==> config.mk <==
export PLATFORM = sky130hd
export DESIGN_NAME = pc
export DESIGN_NICKNAME = d
export VERILOG_FILES = /design/src/rtl/pc_pkg.sv /design/src/rtl/pc.sv
export SDC_FILE = /design/constraint.sdc
export NUM_CORES = 1
export LEC_CHECK = 0
export CAP_MARGIN = 15
export CORE_UTILIZATION = 42
export CTS_BUF_LIST = sky130_fd_sc_hd__clkbuf_2
export DETAILED_ROUTE_END_ITERATION = 10
export PLACE_DENSITY_LB_ADDON = 0.12
export SLEW_MARGIN = 20
export SYNTH_ARGS = -nofsm -noshare
export SYNTH_HDL_FRONTEND = slang
export SYNTH_SLANG_ARGS = --single-unit
==> constraint.sdc <==
create_clock -name Clock_in -period 2.2 [get_ports Clock_in]
set_input_delay 0.66 -clock Clock_in [delete_from_list [all_inputs] [get_ports Clock_in]]
set_output_delay 0.66 -clock Clock_in [all_outputs]
set_load 0.1 [all_outputs]
==> src/rtl/pc_pkg.sv <==
// pc_pkg: shared program-counter width, reset vector and PC type
// Contents: PC_WIDTH, PC_RESET_VECTOR, pc_t
package pc_pkg;
  localparam int PC_WIDTH = 32;
  localparam logic [PC_WIDTH-1:0] PC_RESET_VECTOR = 32'h0;
  typedef logic [PC_WIDTH-1:0] pc_t;
endpackage

==> src/rtl/pc.sv <==
// pc: program counter register with synchronous reset and load enable
// Ports: Clock_in (rising-edge clock), Signal_reset (sync, active-high),
//        In (next PC), Signal_write (load enable), Data (current PC, registered)
// Macro PC_MISALIGN_FLAG_EN adds Misaligned, registered alongside Data
module pc
  import pc_pkg::*;
#(
  parameter int WIDTH = PC_WIDTH,
  parameter logic [WIDTH-1:0] RESET_VALUE = WIDTH'(PC_RESET_VECTOR)
) (
  input  logic             Clock_in,
  input  logic             Signal_reset,
  input  logic [WIDTH-1:0] In,
  input  logic             Signal_write,
`ifdef PC_MISALIGN_FLAG_EN
  output logic             Misaligned,
`endif
  output logic [WIDTH-1:0] Data
);
  always_ff @(posedge Clock_in)
    if (Signal_reset) Data <= RESET_VALUE;
    else if (Signal_write) Data <= In;
`ifdef PC_MISALIGN_FLAG_EN
  always_ff @(posedge Clock_in)
    if (Signal_reset) Misaligned <= |RESET_VALUE[1:0];
    else if (Signal_write) Misaligned <= |In[1:0];
`endif
endmodule

==> impl_metrics.env <==
export IMPL_hold_class="register to register"
export IMPL_critPathTopFamily="flip-flops"
export IMPL_endpoint_kind="primary output"
export IMPL_worstHoldEndpoint="Data[9]"
export IMPL_cpMaxStageDelayCell="dfxtp_1"
export IMPL_root_buffer="clkbuf_2"
export IMPL_cp_arrival_ns=1.02
export IMPL_cp_num_buf_inv=1
export IMPL_cts_hold_buf=0
export IMPL_wirelength_um=2392
export IMPL_period_share_pct=76.33
export IMPL_routedWlPerCell_um=11.90
export IMPL_slowest_delay_ns=0.38
export IMPL_cp_max_fo=2
export IMPL_fillCellCount=212
export IMPL_hp_start="Data[9]"
export IMPL_worstReg2RegEnd="Data[0]"
export IMPL_synth_top_area_cell="dfxtp_1"
export IMPL_largest_register="Data"
export IMPL_ir_drop_mv=0.6667
export IMPL_largest_reg_flops=32
export IMPL_syn_inst=103
export IMPL_status="complete, no violations"
export IMPL_clkSinkCount=32
export IMPL_track_usage_pct=16.64
export IMPL_layout_drive_gt1_share_pct=24.56
export IMPL_hold_path_depth=2
export IMPL_gp_congestion=0.5707
export IMPL_post_cts_resized=0
export IMPL_ys_seq_elements=32
export IMPL_clk_path_buf_depth=2
export IMPL_cts_htree_levels=2
export IMPL_antenna_found_initial=0
export IMPL_dr_pass1_iters=2
export IMPL_ioPinCount=67
export IMPL_fmax_ghz=0.5955
export IMPL_nets=206
export IMPL_grt_pass1_wl_um=3332
export IMPL_synth_top_area_share_pct=55.05
export IMPL_die_h_um=54.64
export IMPL_fin_crit_ns=1.679
export IMPL_numCtsBuffers=5
export IMPL_grt_ovfl_total=0
export IMPL_die_area_um2=2985
export IMPL_insertion_delay_ns=0.34
export IMPL_io_buffer_count=66
export IMPL_synth_avg_cell_area_um2=11.30
export IMPL_fp_coreArea_um2=2545
export IMPL_areaGrowthSynthToFinish_pct=50.97
export IMPL_crit_chain="buf_4"
export IMPL_diodes=0
export IMPL_max_slew_margin_pct=79.33
export IMPL_seq_area_frac_synth_pct=55.05
export IMPL_syn_nets=138
export IMPL_r2r_start="Data[0]"
export IMPL_die_w_um=54.64
export IMPL_num_vias=946
export IMPL_reg_top3="Data: 32 flops"
export IMPL_rows=18
export IMPL_grt_max_degree=33
export IMPL_synth_cell_type_count=6
export IMPL_setup_viol=0
export IMPL_syn_cell_area_um2=1164
export IMPL_skew_ns=0
export IMPL_ant_nets=0
export IMPL_worstSetupPathType="register to primary output"
export IMPL_clkTransAtPathRegs_ns=0.15
export IMPL_most_common_layout_cells="33 x clkdlybuf4s50_1, 33 x buf_4, 32 x dfxtp_1, 32 x mux2i_1, 32 x nor2_1"
export IMPL_slew_viol_final=0
export IMPL_viasPerCell=4.706
export IMPL_ys_top_cells_by_area="dfxtp_1 55%, mux2i_1 28%, nor2_1 10%"
export IMPL_drv_cap=0
export IMPL_ff2ff_path_depth=2
export IMPL_cp_data_required_time_ns=1.54
export IMPL_drtIter0Drc=5
export IMPL_fin_tns_setup_ns=0
export IMPL_rsz0062_at_grt="no"
export IMPL_cts_setup_buffers=0
export IMPL_drcViolationCount=0
export IMPL_grt_pass1_vias=779
export IMPL_tightest_slew_ns=0.3100
export IMPL_initial_core_util_pct=45.72
export IMPL_yosys_warnings=0
export IMPL_start_kind="register"
export IMPL_r2r_setup_slack_ns=1.56
export IMPL_totalPowerFinal_uw=1326
export IMPL_power_per_cell_area_nw_per_um2=755.1
export IMPL_cts_tree="done"
export IMPL_hold_violations=0
export IMPL_leakage_uw=0.0008552
[report_power, final]
part           leakage (uW)  total (uW)  internal, uW  switching (uW)
clock             0.0000288         250          75.9             174
combinational      0.000562         444           132             313
sequential         0.000264         632           614            17.7
[how the worst max path moves through the flow]
stage / cells past startpoint / slack (ns) / start / to
2_1_floorplan: 0 / 0.62 / Data[0] / Data[0]
3_3_place_gp: 3 / 0.57 / Signal_reset / Data[27]
3_5_place_dp: 3 / 0.55 / Signal_reset / Data[3]
4_1_cts: 1 / 0.50 / Data[3] / Data[3]
5_1_grt: 1 / 0.45 / Data[0] / Data[0]
6_report: 1 / 0.52 / Data[20] / Data[20]
[routing by layer]
metal	up-vias	global-route usage (%)	wire length (um)
li1	473	-	-
met1	429	18.63	985
met2	38	26.91	1153
met3	6	8.056	225
met4	0	6.410	28
met5	-	0	0
[synthesized netlist by cell type]
master and n:
buf_12 3, clkbuf_1 3, mux2i_1 32, dfxtp_1 32, buf_6 1, nor2_1 32
[metrics by stage]
step	setup slack, ns	hold slack (ns)	instance area [um2]	utilization, %	instances
2_1_floorplan	0.6161	0.7324	1164	-	103
3_3_place_gp	0.5707	0.4735	1722	67.65	194
3_5_place_dp	0.5470	0.4842	1722	67.65	194
4_1_cts	0.4988	0.5197	1757	69.03	201
5_1_grt	0.4509	0.5488	1757	69.03	201
6_report	0.5208	0.5121	1757	69.03	201
[worst register-to-register path: cells and delay by family (launching register included)]
kind | cells | cell delay (ns)
and+or+nand+nor | 1 | 0.05
DFF | 1 | 0.34
muxes | 1 | 0.14
[cell type report]
class	count	area, um2	area share, %
multi-input cells	64	440.4	25.07
well taps	30	37.54	2.137
repair buffers	68	603.1	34.33
flip-flops and latches	32	640.6	36.47
clock buffers	6	30.03	1.709
clock inverters	1	5.005	0.2849
[kinds of logic after synthesis]
| logic type | share of synthesized area (%) |
|---|---|
| mux | 27.53 |
| flops | 55.05 |
| simple gates | 10.32 |
| buf+inv | 7.097 |
No activity file was read; power rests on OpenSTA's default activity.
